$ cat src/rtl/pmod_cls_pkg.sv
// Shared constants, FSM state type and column-to-ASCII helper for the PMOD CLS driver.
package pmod_cls_pkg;

    localparam logic [7:0] ASC_ESC  = 8'h1B;
    localparam logic [7:0] ASC_LBRK = 8'h5B;
    localparam logic [7:0] ASC_ZERO = 8'h30;
    localparam logic [7:0] ASC_SEMI = 8'h3B;
    localparam logic [7:0] ASC_J    = 8'h6A;
    localparam logic [7:0] ASC_H    = 8'h48;

    typedef enum logic [2:0] {
        ST_BOOT     = 3'd0,
        ST_IDLE     = 3'd1,
        ST_LOAD     = 3'd2,
        ST_CMD_RUN  = 3'd3,
        ST_CMD_WAIT = 3'd4,
        ST_DAT_RUN  = 3'd5,
        ST_DAT_WAIT = 3'd6
    } state_e;

    // Decimal rendering of a column: cnt is 1 or 2, tens is only meaningful when cnt is 2.
    typedef struct packed {
        logic [1:0] cnt;
        logic [7:0] tens;
        logic [7:0] ones;
    } col_digits_t;

    function automatic col_digits_t col_digits(input logic [7:0] col);
        col_digits_t r;
        logic [7:0]  t;
        t      = col / 8'd10;
        r.cnt  = (t != 8'd0) ? 2'd2 : 2'd1;
        r.tens = ASC_ZERO + t;
        r.ones = ASC_ZERO + (col - (t * 8'd10));
        return r;
    endfunction

endpackage

$ cat src/rtl/pmod_cls_multi_spi_solo.sv
// PMOD CLS display driver: turns clear/write requests into ESC cursor sequences and
// text bursts pushed to a generic SPI master, one SPI transaction per sequence.
module pmod_cls_multi_spi_solo
    import pmod_cls_pkg::*;
#(
    parameter int parm_fast_simulation = 0,
    parameter int FCLK_ce              = 2500000,
    parameter int PARM_ROWS            = 2,
    parameter int PARM_COLS            = 16,
    parameter int parm_tx_len_bits     = 11,
    parameter int parm_wait_cyc_bits   = 2,
    parameter int parm_rx_len_bits     = 11
) (
    input  logic                                i_ext_spi_clk_x,
    input  logic                                i_arst_n,
    input  logic                                i_spi_ce_4x,
    output logic                                o_go_stand,
    input  logic                                i_spi_idle,
    output logic [parm_tx_len_bits-1:0]         o_tx_len,
    output logic [parm_wait_cyc_bits-1:0]       o_wait_cyc,
    output logic [parm_rx_len_bits-1:0]         o_rx_len,
    output logic [7:0]                          o_tx_data,
    output logic                                o_tx_enqueue,
    input  logic                                i_tx_ready,
    input  logic [7:0]                          i_rx_data,
    input  logic                                i_rx_valid,
    input  logic                                i_rx_avail,
    output logic                                o_rx_dequeue,
    output logic                                o_command_ready,
    input  logic                                i_cmd_clear,
    input  logic                                i_cmd_write,
    input  logic [$clog2(PARM_ROWS+1)-1:0]      i_row,
    input  logic [$clog2(PARM_COLS+1)-1:0]      i_col,
    input  logic [$clog2(PARM_COLS+1)-1:0]      i_len,
    input  logic [PARM_COLS*8-1:0]              i_text,
    output logic                                o_cmd_error,
    output logic                                o_cmd_done
);

    localparam int COL_W      = $clog2(PARM_COLS + 1);
    localparam int TXT_W      = PARM_COLS * 8;
    localparam int TXL_W      = parm_tx_len_bits;
    localparam int BOOT_TICKS = (FCLK_ce / 1000) * ((parm_fast_simulation != 0) ? 2 : 800) - 1;
    localparam int TMR_W      = $clog2(BOOT_TICKS + 1) + 1;
    localparam logic [TMR_W-1:0] BOOT_LAST = TMR_W'((BOOT_TICKS > 0) ? (BOOT_TICKS - 1) : 0);

    state_e             state_q, state_d;
    logic [TMR_W-1:0]   timer_q, timer_d;
    logic [55:0]        cmd_seq_q, cmd_seq_d;
    logic [2:0]         cmd_len_q, cmd_len_d, cmd_rem_q, cmd_rem_d;
    logic [TXT_W-1:0]   dat_seq_q, dat_seq_d;
    logic [COL_W-1:0]   dat_len_q, dat_len_d, dat_rem_q, dat_rem_d;
    logic [TXL_W-1:0]   tx_len_q, tx_len_d;
    logic               ready_q, ready_d, err_q, err_d, done_q, done_d;
    logic               enq_s, last_s, req_bad_s;
    logic [7:0]         row_ext_s, col_ext_s, len_ext_s, row_chr_s;
    col_digits_t        digits_s;
    logic               unused_s;

    assign row_ext_s = 8'(i_row);
    assign col_ext_s = 8'(i_col);
    assign len_ext_s = 8'(i_len);
    assign row_chr_s = ASC_ZERO + row_ext_s;
    assign digits_s  = col_digits(col_ext_s);
    assign req_bad_s = (row_ext_s >= 8'(PARM_ROWS)) || (col_ext_s >= 8'(PARM_COLS)) ||
                       (len_ext_s == 8'd0) || ((col_ext_s + len_ext_s) > 8'(PARM_COLS));

    // The RX side of the SPI master is not needed for a write-only display.
    assign unused_s     = ^{i_rx_data, i_rx_valid, i_rx_avail};
    assign o_rx_dequeue = 1'b0;
    assign o_wait_cyc   = '0;
    assign o_rx_len     = '0;

    // Push strobes are qualified by ce so each byte is offered for exactly one clock.
    assign o_tx_enqueue    = enq_s & i_spi_ce_4x;
    assign o_go_stand      = enq_s & last_s & i_spi_ce_4x;
    assign o_tx_data       = (state_q == ST_CMD_RUN) ? cmd_seq_q[55:48] :
                             (state_q == ST_DAT_RUN) ? dat_seq_q[TXT_W-1 -: 8] : 8'h00;
    assign o_tx_len        = tx_len_q;
    assign o_command_ready = ready_q;
    assign o_cmd_error     = err_q;
    assign o_cmd_done      = done_q;

    // Next-state, sequence building and byte sequencing for the command FSM.
    always_comb begin
        state_d   = state_q;
        cmd_seq_d = cmd_seq_q;
        cmd_len_d = cmd_len_q;
        cmd_rem_d = cmd_rem_q;
        dat_seq_d = dat_seq_q;
        dat_len_d = dat_len_q;
        dat_rem_d = dat_rem_q;
        err_d     = 1'b0;
        done_d    = 1'b0;
        enq_s     = 1'b0;
        last_s    = 1'b0;
        case (state_q)
            ST_BOOT: begin
                if (timer_q >= BOOT_LAST) begin
                    state_d = ST_IDLE;
                end else begin
                    state_d = ST_BOOT;
                end
            end
            ST_IDLE: begin
                if (i_cmd_clear) begin
                    cmd_seq_d = {ASC_ESC, ASC_LBRK, ASC_ZERO, ASC_J, 24'h000000};
                    cmd_len_d = 3'd4;
                    cmd_rem_d = 3'd4;
                    dat_seq_d = '0;
                    dat_len_d = '0;
                    dat_rem_d = '0;
                    state_d   = ST_LOAD;
                end else if (i_cmd_write) begin
                    if (req_bad_s) begin
                        err_d   = 1'b1;
                        state_d = ST_IDLE;
                    end else begin
                        if (digits_s.cnt == 2'd2) begin
                            cmd_seq_d = {ASC_ESC, ASC_LBRK, row_chr_s, ASC_SEMI,
                                         digits_s.tens, digits_s.ones, ASC_H};
                            cmd_len_d = 3'd7;
                            cmd_rem_d = 3'd7;
                        end else begin
                            cmd_seq_d = {ASC_ESC, ASC_LBRK, row_chr_s, ASC_SEMI,
                                         digits_s.ones, ASC_H, 8'h00};
                            cmd_len_d = 3'd6;
                            cmd_rem_d = 3'd6;
                        end
                        dat_seq_d = i_text;
                        dat_len_d = i_len;
                        dat_rem_d = i_len;
                        state_d   = ST_LOAD;
                    end
                end else begin
                    state_d = ST_IDLE;
                end
            end
            ST_LOAD: begin
                state_d = ST_CMD_RUN;
            end
            ST_CMD_RUN: begin
                if (i_tx_ready) begin
                    enq_s     = 1'b1;
                    cmd_seq_d = cmd_seq_q << 8;
                    cmd_rem_d = cmd_rem_q - 3'd1;
                    if (cmd_rem_q == 3'd1) begin
                        last_s  = 1'b1;
                        state_d = ST_CMD_WAIT;
                    end else begin
                        state_d = ST_CMD_RUN;
                    end
                end else begin
                    state_d = ST_CMD_RUN;
                end
            end
            ST_CMD_WAIT: begin
                if (!i_spi_idle) begin
                    state_d = ST_CMD_WAIT;
                end else if (dat_len_q != '0) begin
                    state_d = ST_DAT_RUN;
                end else begin
                    done_d  = 1'b1;
                    state_d = ST_IDLE;
                end
            end
            ST_DAT_RUN: begin
                if (i_tx_ready) begin
                    enq_s     = 1'b1;
                    dat_seq_d = dat_seq_q << 8;
                    dat_rem_d = dat_rem_q - COL_W'(1);
                    if (dat_rem_q == COL_W'(1)) begin
                        last_s  = 1'b1;
                        state_d = ST_DAT_WAIT;
                    end else begin
                        state_d = ST_DAT_RUN;
                    end
                end else begin
                    state_d = ST_DAT_RUN;
                end
            end
            ST_DAT_WAIT: begin
                if (i_spi_idle) begin
                    done_d  = 1'b1;
                    state_d = ST_IDLE;
                end else begin
                    state_d = ST_DAT_WAIT;
                end
            end
            default: begin
                state_d = ST_BOOT;
            end
        endcase

        if (state_d != state_q) begin
            timer_d = '0;
        end else if (timer_q != {TMR_W{1'b1}}) begin
            timer_d = timer_q + TMR_W'(1);
        end else begin
            timer_d = timer_q;
        end

        if (state_d == ST_CMD_RUN) begin
            tx_len_d = TXL_W'(cmd_len_d);
        end else if (state_d == ST_DAT_RUN) begin
            tx_len_d = TXL_W'(dat_len_d);
        end else begin
            tx_len_d = '0;
        end

        ready_d = (state_d == ST_IDLE);
    end

    // State, sequencer and status registers; everything advances only on a ce tick.
    always_ff @(posedge i_ext_spi_clk_x or negedge i_arst_n) begin
        if (!i_arst_n) begin
            state_q   <= ST_BOOT;
            timer_q   <= '0;
            cmd_seq_q <= '0;
            cmd_len_q <= '0;
            cmd_rem_q <= '0;
            dat_seq_q <= '0;
            dat_len_q <= '0;
            dat_rem_q <= '0;
            tx_len_q  <= '0;
            ready_q   <= 1'b0;
            err_q     <= 1'b0;
            done_q    <= 1'b0;
        end else if (i_spi_ce_4x) begin
            state_q   <= state_d;
            timer_q   <= timer_d;
            cmd_seq_q <= cmd_seq_d;
            cmd_len_q <= cmd_len_d;
            cmd_rem_q <= cmd_rem_d;
            dat_seq_q <= dat_seq_d;
            dat_len_q <= dat_len_d;
            dat_rem_q <= dat_rem_d;
            tx_len_q  <= tx_len_d;
            ready_q   <= ready_d;
            err_q     <= err_d;
            done_q    <= done_d;
        end
    end

endmodule

$ cat config.mk
export PLATFORM = sky130hd
export DESIGN_NAME = pmod_cls_multi_spi_solo
export DESIGN_NICKNAME = d
export VERILOG_FILES = /design/src/rtl/pmod_cls_pkg.sv /design/src/rtl/pmod_cls_multi_spi_solo.sv
export SDC_FILE = /design/constraint.sdc
export NUM_CORES = 1
export LEC_CHECK = 0
export ABC_AREA = 0
export BUFFER_PORTS_ARGS = -buffer_cell sky130_fd_sc_hd__buf_4
export CAP_MARGIN = 40
export CORE_MARGIN = 2
export CORE_UTILIZATION = 48
export CTS_BUF_LIST = sky130_fd_sc_hd__clkbuf_4
export CTS_CLUSTER_SIZE = 25
export DETAILED_ROUTE_END_ITERATION = 8
export HOLD_SLACK_MARGIN = 0.02
export PLACE_DENSITY = 0.8
export SYNTH_ARGS = -nofsm -noshare
export SYNTH_HDL_FRONTEND = slang
export SYNTH_SLANG_ARGS = --single-unit
export TNS_END_PERCENT = 50
$ cat constraint.sdc
create_clock -name i_ext_spi_clk_x -period 6.2 [get_ports i_ext_spi_clk_x]
set_input_delay 0.93 -clock i_ext_spi_clk_x [delete_from_list [all_inputs] [get_ports i_ext_spi_clk_x]]
set_output_delay 0.93 -clock i_ext_spi_clk_x [all_outputs]
set_load 0.01 [all_outputs]
==> impl_metrics.py <==
metrics = {
    "logic_synthesis": {
        "yosys.area_share.simple_pct": 18.5,
        "synth_mux_area_share_pct": 0.262,
        "synth.cell_area_sq_um": 11500,
        "ys_top_cells_by_area": "dfrtp_1 (48%), a221oi_2 (12%), nor2_1 (9.1%), nand2_1 (4.0%), buf_4 (2.4%)",
        "synth_fa_ha_area_share_pct": 2.31,
        "ys_seq_area_share_pct": 48.0,
        "syn_inst": 1174,
        "ys_warn_count": 0,
        "synth_compound_area_share_pct": 24.8,
        "yosysTopAreaCell": "dfrtp_1",
        "synth_top_area_share_pct": 48.0,
        "synth_top_family_by_area": "compound AO/OA/AOI/OAI gates",
        "synth_ff_type": "dfrtp_1",
        "yosys.cell_types.count": 70,
        "postSynthAreaPerCell_sq_um": 9.77,
        "synth_xor_area_share_pct": 0.382,
        "ys_ff_latch": 220,
        "ys_async_sr_fraction_pct": 100,
        "synth-edff-count": 0,
    },
    "global_routing": {
        "grt_use_met1_pct": 29.0,
        "grtUsageMet3_pct": 5.58,
        "grt_pass1_wl_mm": 44.9,
        "antenna_found_initial": 3,
        "overflow": 0,
        "grt_usage_pct": 21.9,
        "grt-busiest-layer": "met2",
        "grt_max_degree": 138,
        "grt_pass1_vias": 9081,
        "grtUsageMet2_pct": 35.0,
    },
    "sta": {
        "max_slew.worst_pin.slew_ns": 0.860,
        "tns_ns": 0,
        "fin_crit_sh_pct": 68.6,
        "slew_headroom_pct": 42.7,
        "rsz0062_at_grt": "false",
        "slew_viol_final": 0,
        "skew_ns": 0.0577,
        "fin_crit_ns": 4.25,
        "clock.fmax_mhz": 235,
        "hold_viol": 0,
        "setup_violations": 0,
    },
    "run_status": {
        "outcome": "finished clean",
    },
    "finish": {
        "nets": 1498,
        "layout_common_cells": "nor2_1 (277), dfrtp_1 (220), buf_4 (168)",
        "synthToLayoutAreaGrowth_pct": 18.1,
        "layout-drive-gt1-share_pct": 27.8,
        "layout.cells.most_common": "nor2_1",
        "nFillCells": 2056,
        "fin_area_sq_um": 13500,
    },
    "critical_path": {
        "crit_path_end_kind": "output pin",
        "crit_required_ns": 5.27,
        "critPathMaxFanout": 37,
        "slowest_delay_ns": 0.63,
        "cp_num_buf_inv": 2,
        "timing_worst_setup_path_type": "flop to output pin",
        "critPathSlowestCell": "dfrtp_1",
        "crit_chain": "nor2b_1 -> and2_4 -> buf_4 -> a22o_1 -> buf_4",
        "worstPathArrival_ns": 3.32,
        "cp_top_family": "simple AND/OR/NAND/NOR gates",
        "crit_top_cell": "buf_4",
        "start_kind": "flop",
    },
    "detailed_routing": {
        "drtPass1Iterations": 5,
        "wirelength_mm": 27.9,
        "wl_per_cell_um": 16.5,
        "vias": 9529,
        "viasPerCell": 5.66,
        "route.detailed.drc": 0,
        "postRouteAntennaNets": 0,
        "drt_iter0_drc": 771,
    },
    "clock_network": {
        "clockBufferDepth": 3,
        "clk_latency_ns": 0.70,
        "clock_sinks": 220,
        "clk_pin_slew_ns": 0.07,
        "holdBufCountCts": 0,
        "htree_levels": 2,
        "cts_made_buffers": 59,
        "clockRootBuffer": "clkbuf_4",
        "postCtsSetupBuffers": 0,
        "cts_tree": "built",
        "cts-resized-gates": 0,
    },
    "placed_design": {
        "gp_congestion": 0.912,
        "place_area_sq_um": 12800,
        "placement.io_buffers": 164,
        "dp_hpwl_mm": 17.5,
    },
    "floorplan": {
        "dieArea_sq_um": 25100,
        "initial_utilization_pct": 48.9,
        "rows": 56,
        "die_w_um": 159,
        "core_sq_um": 23500,
        "io_pins": 195,
        "dieHeight_um": 159,
    },
    "pwr": {
        "leakagePower_nw": 6.23,
        "ir_worst_vdd_mv": 0.196,
        "powerDensity_nw_per_um2": 400,
    },
    "min_path": {
        "worst_hold_path_type": "input port to async pin",
    },
    "flow_run": {
        "max-cap-violations": 0,
    },
}
-- where the power goes --
part | switching [W] | internal (W)
clock | 0.000601 | 0.000677
combinational | 0.000948 | 0.000690
sequential | 0.000440 | 0.00206
total | 0.00199 | 0.00342
-- area by class of cell --
class	count	area [sq um]	area share (%)
Tap cell	319	399	2.95
Clock buffer	93	698	5.16
Multi-Input combinational cell	846	5420	40.0
Antenna cell	2	5.00	0.0370
Clock inverter	11	53.8	0.397
Timing Repair Buffer	175	1390	10.3
Inverter	19	71.3	0.527
Sequential cell	220	5510	40.7
-- synth_stat cells (all sizes together) (12+ instances only) --
| cell | instances |
|---|---|
| clkbuf | 43 |
| and3 | 12 |
| dfrtp | 220 |
| ha | 18 |
| o21ai | 48 |
| buf | 65 |
| nand2 | 123 |
| nor2 | 278 |
| nand3 | 34 |
| nor3 | 17 |
| o31ai | 12 |
| a221oi | 124 |
| a21oi | 32 |
| inv | 19 |
-- worst paths after layout --
path / from / end / slack (ns) / cells past startpoint
max: state_q[0] / o_tx_data[1] / 1.95 / 5
min in group i_ext_spi_clk_x: cmd_seq_q[44] / cmd_seq_q[44] / 0.46 / 2
max in group asynchronous: i_arst_n / dat_len_q[3] / 4.82 / 2
min reg2reg: cmd_seq_q[44] / cmd_seq_q[44] / 0.46 / 2
max reg2reg: state_q[0] / dat_seq_q[38] / 2.81 / 7
min: i_arst_n / dat_seq_q[95] / 0.22 / 1
-- per-layer routing --
metal	wire length [um]	vias up
li1	-	4547
met5	16	-
met1	11900	4663
met4	663	2
met3	1680	50
met2	13600	267
-- cells by family (layout without fill, tap and decap cells) --
kind of cell,after synthesis,after routing
flops,220,220
compound gates,294,294
simple gates,504,504
mux,3,3
other cells,1,22
fa+ha+maj,20,20
xor+xnor,5,5
buf+inv,127,298
-- registers in the layout, indices dropped and copies added, names as in the netlist --
register / count
cmd_len_q: 3
cmd_rem_q: 3
cmd_seq_q: 43
dat_len_q: 5
dat_rem_q: 5
dat_seq_q: 128
o_cmd_done: 1
o_cmd_error: 1
o_command_ready: 1
o_tx_len: 5
state_q: 3
timer_q: 22
-- stage by stage --
| step | std cells | setup WS [ns] | power (W) | hold slack (ns) | util (%) |
|---|---|---|---|---|---|
| 2_1_floorplan | 1193 | 2.59 | 0.00366 | 0.433 | - |
| 3_3_place_gp | 1577 | 1.96 | 0.00406 | 0.447 | 54.3 |
| 3_5_place_dp | 1579 | 2.12 | 0.00416 | 0.450 | 54.5 |
| 4_1_cts | 1683 | 1.92 | 0.00547 | 0.243 | 57.7 |
| 5_1_grt | 1685 | 1.76 | 0.00584 | 0.280 | 57.7 |
| 6_report | 1685 | 1.95 | 0.00541 | 0.217 | 57.7 |
No activity file was read; power rests on OpenSTA's default activity.
